===== src/rtl/reg_file_mp.sv =====
`default_nettype none
// ============================================================================
// Module   : reg_file_mp
// Brief    : Multi-port integer register file with write-to-read bypass,
//            per-register pending scoreboard and a synchronised trigger input.
// Revision : 1.0 - initial release
// ============================================================================
module reg_file_mp #(
    parameter int ADDRESS_WIDTH = 5,
    parameter int DATA_WIDTH    = 32,
    parameter int READ_PORTS    = 2,
    parameter int WRITE_PORTS   = 2,
    parameter int TRIGGER_REG   = 5,
    parameter int OUT_REG       = 10
) (
    input  logic                                clk,
    input  logic                                rst_n,
    input  logic                                trigger,
    input  logic [READ_PORTS*ADDRESS_WIDTH-1:0] rd_addr,
    output logic [READ_PORTS*DATA_WIDTH-1:0]    rd_data,
    output logic [READ_PORTS-1:0]               rd_pending,
    input  logic [WRITE_PORTS-1:0]              wr_en,
    input  logic [WRITE_PORTS*ADDRESS_WIDTH-1:0] wr_addr,
    input  logic [WRITE_PORTS*DATA_WIDTH-1:0]   wr_data,
    input  logic                                iss_en,
    input  logic [ADDRESS_WIDTH-1:0]            iss_addr,
    output logic                                any_pending,
    output logic [DATA_WIDTH-1:0]               a0
);

    localparam int DEPTH = 2 ** ADDRESS_WIDTH;

    localparam logic [ADDRESS_WIDTH-1:0] c_trig_addr = ADDRESS_WIDTH'(TRIGGER_REG);
    // Registers that can never hold a pending bit: x0 and the trigger register.
    localparam logic [DEPTH-1:0] c_ro_mask = DEPTH'(1) | (DEPTH'(1) << TRIGGER_REG);

    logic [ADDRESS_WIDTH-1:0] w_waddr [WRITE_PORTS];
    logic [DATA_WIDTH-1:0]    w_wdata [WRITE_PORTS];

    logic [DEPTH-1:0]         w_wr_hit;
    logic [DATA_WIDTH-1:0]    w_wr_val [DEPTH];
    logic [DATA_WIDTH-1:0]    w_store  [DEPTH];

    logic [DEPTH-1:0]         r_pending;
    logic [DEPTH-1:0]         w_pending_nxt;

    logic                     r_trig_meta;
    logic                     r_trig_sync;

    logic [DATA_WIDTH-1:0]    r_a0;
    logic [DATA_WIDTH-1:0]    w_a0_nxt;

    for (genvar w = 0; w < WRITE_PORTS; w++) begin : g_wslice
        assign w_waddr[w] = wr_addr[w*ADDRESS_WIDTH +: ADDRESS_WIDTH];
        assign w_wdata[w] = wr_data[w*DATA_WIDTH +: DATA_WIDTH];
    end

    for (genvar r = 0; r < DEPTH; r++) begin : g_reg
        // Priority chain across write ports: a later (higher-index) match overrides.
        for (genvar w = 0; w < WRITE_PORTS; w++) begin : g_prio
            logic                  w_match;
            logic                  w_hit;
            logic [DATA_WIDTH-1:0] w_val;

            assign w_match = wr_en[w] && (w_waddr[w] == ADDRESS_WIDTH'(r));

            if (w == 0) begin : g_first
                assign w_hit = w_match;
                assign w_val = w_match ? w_wdata[w] : '0;
            end else begin : g_next
                assign w_hit = w_match | g_prio[w-1].w_hit;
                assign w_val = w_match ? w_wdata[w] : g_prio[w-1].w_val;
            end
        end

        assign w_wr_hit[r] = g_prio[WRITE_PORTS-1].w_hit;
        assign w_wr_val[r] = g_prio[WRITE_PORTS-1].w_val;

        if (r == 0 || r == TRIGGER_REG) begin : g_fixed
            assign w_store[r] = '0;
        end else begin : g_stored
            logic [DATA_WIDTH-1:0] r_q;

            always_ff @(posedge clk) begin
                if (!rst_n) begin
                    r_q <= '0;
                end else if (w_wr_hit[r]) begin
                    r_q <= w_wr_val[r];
                end
            end

            assign w_store[r] = r_q;
        end
    end

    for (genvar i = 0; i < READ_PORTS; i++) begin : g_rd
        logic [ADDRESS_WIDTH-1:0] w_a;
        logic [DATA_WIDTH-1:0]    w_d;

        assign w_a = rd_addr[i*ADDRESS_WIDTH +: ADDRESS_WIDTH];

        always_comb begin
            w_d = w_store[w_a];
            if (w_a == '0) begin
                w_d = '0;
            end else if (w_a == c_trig_addr) begin
                w_d = DATA_WIDTH'(r_trig_sync);
            end else if (w_wr_hit[w_a]) begin
                w_d = w_wr_val[w_a];
            end
        end

        assign rd_data[i*DATA_WIDTH +: DATA_WIDTH] = w_d;
        // A same-cycle writeback releases the consumer immediately.
        assign rd_pending[i] = r_pending[w_a] & ~w_wr_hit[w_a];
    end

    // Set is applied after clear so a new issue survives an old producer's writeback.
    always_comb begin
        w_pending_nxt = r_pending & ~w_wr_hit;
        if (iss_en) begin
            w_pending_nxt[iss_addr] = 1'b1;
        end
        w_pending_nxt = w_pending_nxt & ~c_ro_mask;
    end

    if (OUT_REG == 0) begin : g_a0_zero
        assign w_a0_nxt = '0;
    end else if (OUT_REG == TRIGGER_REG) begin : g_a0_trig
        assign w_a0_nxt = DATA_WIDTH'(r_trig_meta);
    end else begin : g_a0_reg
        assign w_a0_nxt = w_wr_hit[OUT_REG] ? w_wr_val[OUT_REG] : w_store[OUT_REG];
    end

    always_ff @(posedge clk) begin
        if (!rst_n) begin
            r_pending   <= '0;
            r_trig_meta <= 1'b0;
            r_trig_sync <= 1'b0;
            r_a0        <= '0;
        end else begin
            r_pending   <= w_pending_nxt;
            r_trig_meta <= trigger;
            r_trig_sync <= r_trig_meta;
            r_a0        <= w_a0_nxt;
        end
    end

    assign any_pending = |r_pending;
    assign a0          = r_a0;

endmodule
`default_nettype wire


===== config.mk =====
export PLATFORM = sky130hd
export DESIGN_NAME = reg_file_mp
export DESIGN_NICKNAME = d
export VERILOG_FILES = /design/src/rtl/reg_file_mp.sv
export SDC_FILE = /design/constraint.sdc
export NUM_CORES = 2
export LEC_CHECK = 0
export CAP_MARGIN = 10
export CORE_MARGIN = 5
export CORE_UTILIZATION = 30
export DETAILED_ROUTE_END_ITERATION = 8
export PLACE_DENSITY_LB_ADDON = 0.08
export SYNTH_ARGS = -nofsm -noshare
export SYNTH_HDL_FRONTEND = slang
export SYNTH_SLANG_ARGS = --single-unit
export TNS_END_PERCENT = 5

===== constraint.sdc =====
create_clock -name clk -period 3.4 [get_ports clk]
set_clock_uncertainty 0.1 [all_clocks]
set_input_delay 0.34 -clock clk [delete_from_list [all_inputs] [get_ports clk]]
set_output_delay 0.34 -clock clk [all_outputs]
set_load 0.005 [all_outputs]

**Yosys cells after proc, flatten, opt, wreduce, memory -nomap -nowiden**

Cells that the tools add are included.

- $lt $le $gt $ge: 6
- Eq/ne operators: 64
- Muxes and demuxes: 93
- Bitwise operators: 41
- Reduce and logical (&&, ||, !) cells: 70

Operators with widths:

| cell | count |
|---|---|
| 2-to-1 mux 32 bit | 79 |
| binary-select mux 32 bit (select 5 bit) | 4 |
| == test 5 bit (second input constant) | 32 |
| == test 5 x 4 -> 1 bit (second input constant) | 16 |
| logical AND 1 bit | 65 |
| == test 5 x 3 -> 1 bit (second input constant) | 10 |
| bitwise AND 32 bit | 1 |
| inverter 32 bit | 1 |
| OR 1 bit | 32 |
| OR 32 bit | 1 |
| OR reduction 32 bit | 1 |
| binary-select mux 1 bit (select 5 bit) | 4 |
| == test 5 x 2 -> 1 bit (second input constant) | 4 |
| zero test 5 bit | 4 |
| less-than comparator 5 x 6 -> 1 bit (second input constant) | 3 |
| >= comparator 6 bit (second input constant) | 2 |
| inverter 5 -> 6 bit | 2 |
| == test 5 x 1 -> 1 bit (second input constant) | 2 |
| demux 1 bit (select 5 bit) | 1 |
| >= comparator 5 x 1 -> 1 bit (second input constant) | 1 |
| 2-to-1 mux 1 bit | 5 |
| bitwise AND 1 bit | 2 |
| inverter 1 bit | 2 |

- Register bits after elaboration: 994
- Input port bits: 95
- Output and inout port bits: 99
- Word-level logic and storage cells: 308

**Logic depth before layout (Yosys ltp)**

- Word-level depth: 10
- Gate-level depth with buffers: 14
- Gate-level depth less buffers: 8

**Worst setup path after synthesis**

OpenSTA, ideal clock, no wires.

- Kind: in2out
- Start: in rd_addr[5]
- End: out rd_data[58]
- Data arrival time: 2.795 ns
- Data required time: 2.960 ns
- Path slack: 0.165 ns
- Cell stages on the path: 8
- Buffers on the path: 4
- Cell sequence: buf_2 > buf_2 > buf_2 > buf_1 > mux4_2 > mux4_2 > a211oi_1 > nor3_1

- Cells in the longest elaborated chain, start to end: 7
- Elaborated cells on any way between the ends: 14
- Those cells by class: 1 x eq/ne; 11 x mux; 1 x bitwise; 1 x reduce/logical

RTL lines:

| element | line | source |
|---|---|---|
| from (decl) | 19 | `input logic [READ_PORTS*ADDRESS_WIDTH-1:0] rd_addr,` |
| inverter 5 -> 6 bit (implied by the code) | 103, 109 |  |
| binary-select mux 32 bit (select 5 bit), on equally long branches | 103, 109 |  |
| 2-to-1 mux 32 bit, on equally long branches (2 in a row) | 103, 109 |  |
| 2-to-1 mux 32 bit | 108 | `end else if (w_wr_hit[w_a]) begin` |
| 2-to-1 mux 32 bit | 106 | `end else if (w_a == c_trig_addr) begin` |
| 2-to-1 mux 32 bit * | 104 | `if (w_a == '0) begin` |
| to (decl) | 20 | `output logic [READ_PORTS*DATA_WIDTH-1:0] rd_data,` |

Every way passes the cells marked *; elsewhere a longest branch is shown, timed or not. The select of a mux whose other input is x is not followed.

**Worst setup path in the final report**

- Start: in rd_addr[5]
- End: out rd_data[33]

Same word-level chain as after synthesis.

==> metrics.cfg <==
[synth]
synth_top_cell_by_area=dfxtp_1
synthFlopType=dfxtp_1
synth_top_area_share=0.253
synth_edf_count=0
seq_area_frac_synth=0.253
netlist_area_um2=78400
synth-async-reset-ratio=0
yosys_warnings=0
synth.net_count=9643
syn_inst=9548
avgSynthCellArea_um2=8.21
yosys.cell_count.top_type=a21oi_1
synth-seq-cells=992
synth_common_cells=a21oi_1, nand2_1, dfxtp_1
yosys-top-cells-area=dfxtp_1, mux4_2, a21oi_1
synth_cell_types=96

[timing]
maxSlewViolCount=0
worstMarginPinSlew_ns=1.38
setup_slack_ns=-0.845
tns_ns=-36.46
holdWs_ns=0.107
hold_violations=0
slew_headroom=0.0759
setup_violations=66
fmax_ghz=0.236
layout_min_cycle_time_ns=4.25
rsz0062_at_grt=true
fin_crit_sh=1.25

[die]
dieArea_um2=272000
rows=187
die_y_um=521
die-width_um=521
io_pins=194
core_um2=260000
start_util=0.302

[global_route]
grt_pass1_wl_um=1000000
grt_start_max_net_pins=103
track_usage=0.545
grt_pass1_vias=104000
antenna_found_initial=106
gr-total-overflow=0

[placed_design]
dp_slack_ns=-2.43
place_congestion=1.12
port_buffers=193
dpl.hpwl_um=576000
dpl_cell_area_um2=113000

[critical_path]
critPathSlowestCell=buf_4
critPathBufInv=9
critPathMaxFanout=25
cp.required_ns=2.96
worstPathCellList=buf_8, buf_12, inv_4, buf_4, buf_4, buf_12, nand2_1, buf_4, o221ai_1, a21oi_1, nor4bb_2, nor3_4, buf_4, clkdlybuf4s15_2
cp-start-kind=primary input
critPathKind=in -> out
r2r_slack_ns=1.84
worst_path_most_repeated_cell=buf_4
slowest_delay_ns=0.47
critPathArrivalTime_ns=3.81
critical_path.top_delay_family=buffers and inverters
crit_path_end_kind=output port

[drt]
m1WireLength_um=278000
drc=0
routed-wl-met3_um=116000
post_drt_via_cell_ratio=7.01
dr.pass1.iters=8
num_vias=113000
routed_wl_um=776000
drtAntennaViolNets=0
routed.top_layer=met5
drt_iter0_markers=20000
wl_per_cell_um=48.2
route.met2.wl_um=293000

[power]
irDropWorstVdd_v=0.000350
p_leak_nw=45.8
powerDensity_nw_per_um2=319

[clock_network]
clock_latency_ns=0.84
clockRootBuffer=clkbuf_16
numCtsBuffers=140
path_clk_slew_ns=0.06
clock_sinks=992
clockBufferDepth=4
cts_tree=done
htree_levels=4

[min_path]
hold_class=in -> reg

[layout]
drive_gt1_frac=0.432
final_cell_area_um2=124000
layout.nets=12500
syn_to_final_growth_pct=57.6

[status]
failed_checks=setup timing
status=complete, but fails checks

[job]
drv_cap=0

cell families (layout without fill, tap and decap cells):
kind of cell              count (synthesis)  count (layout)  synth area share
and+or+nand+nor                        2487            2487             0.144
DFF                                     992             992             0.253
buffers and inverters                  1237            4212            0.0642
muxes                                  1033            1033             0.235
AOI/OAI and AO/OA                      3793            3793             0.303
other                                     0              89                 0
xor gates and xnor gates                  6               6          0.000670
path summary, 6_finish.rpt:
check,endpoint,cells past startpoint,startpoint
setup / recovery,rd_data[33],14,rd_addr[5]
hold / removal,g_reg[7].g_stored.r_q[11],5,wr_data[43]
setup reg to reg,g_reg[27].g_stored.r_q[19],3,g_reg[27].g_stored.r_q[19]
hold reg to reg,r_trig_sync,1,r_trig_meta
final cells by class:
class / instances / area (um2)
Antenna cell: 89 / 223
Clock buffer: 190 / 4000
Clock inverter: 57 / 699
Fill cell: 25300 / 136000
Inverter: 18 / 108
Multi-Input combinational cell: 7319 / 56800
Sequential cell: 992 / 19900
Tap cell: 3496 / 4370
Timing Repair Buffer: 3947 / 37600
sequential cells by signal, summed over array words and instances, names as in the netlist:
signal,count
g.g_stored.r_q,928
r_pending,30
r_trig_meta,1
a0,32
r_trig_sync,1
power by group:
group | total (W) | internal (W) | leakage, nW | switching [W]
combinational | 0.0116 | 0.00419 | 35.4 | 0.00739
sequential | 0.0119 | 0.0118 | 8.01 | 0.000127
clock | 0.0159 | 0.00927 | 2.32 | 0.00663
through the flow:
| stage | total power, W | utilization | instances |
|---|---|---|---|
| global placement | 0.0224 | 0.435 | 15600 |
| CTS | 0.0386 | 0.472 | 16000 |
| global route | 0.0395 | 0.475 | 16000 |
| detailed placement | 0.0224 | 0.435 | 15600 |
| floorplan | 0.0156 | - | 9548 |
| finish | 0.0394 | 0.476 | 16100 |
routing by layer:
metal / vias up / track usage
li1: 43000 / -
met2: 10900 / 0.722
met4: 101 / 0.486
met3: 3280 / 0.248
met1: 55700 / 0.654
met5: - / 0.00772
tightest hold or removal path, cell delays in order:
cell and delay, ns:
buf_2 0.10, buf_12 0.17, a21oi_1 0.12, buf_4 0.15, a21oi_1 0.10
layout by cell type, fill, tap and decap left out, drive strengths merged, types with 17 or more instances in the layout:
master	instances
nor2	385
a211oi	505
nand3	162
nand2	1163
buf	3805
dfxtp	992
or3b	32
mux2	139
or3	24
o32ai	17
o211ai	46
nor4	19
a22o	56
a21o	22
o21ai	154
mux2i	264
a31oi	49
diode	89
a221oi	173
o31a	21
clkinv	33
nand3b	69
clkbuf	196
o31ai	136
inv	25
and2	29
o22ai	134
clkdlybuf4s50	102
a22oi	227
and3	22
a2111oi	70
nand4	26
a221o	19
nor3	470
o221ai	41
o2111ai	17
mux4	630
a21oi	1959
timing repair:
action                                 4_1_cts  5_1_grt
endpoints found under the hold margin        1        0
setup endpoints to repair                   66       66
gates resized for setup                    792      203
buffers inserted                           194       11
pin swaps                                  192       68
cloned                                      19        0
hold buffers                                 1        0
(Power assumes the default switching activity.)
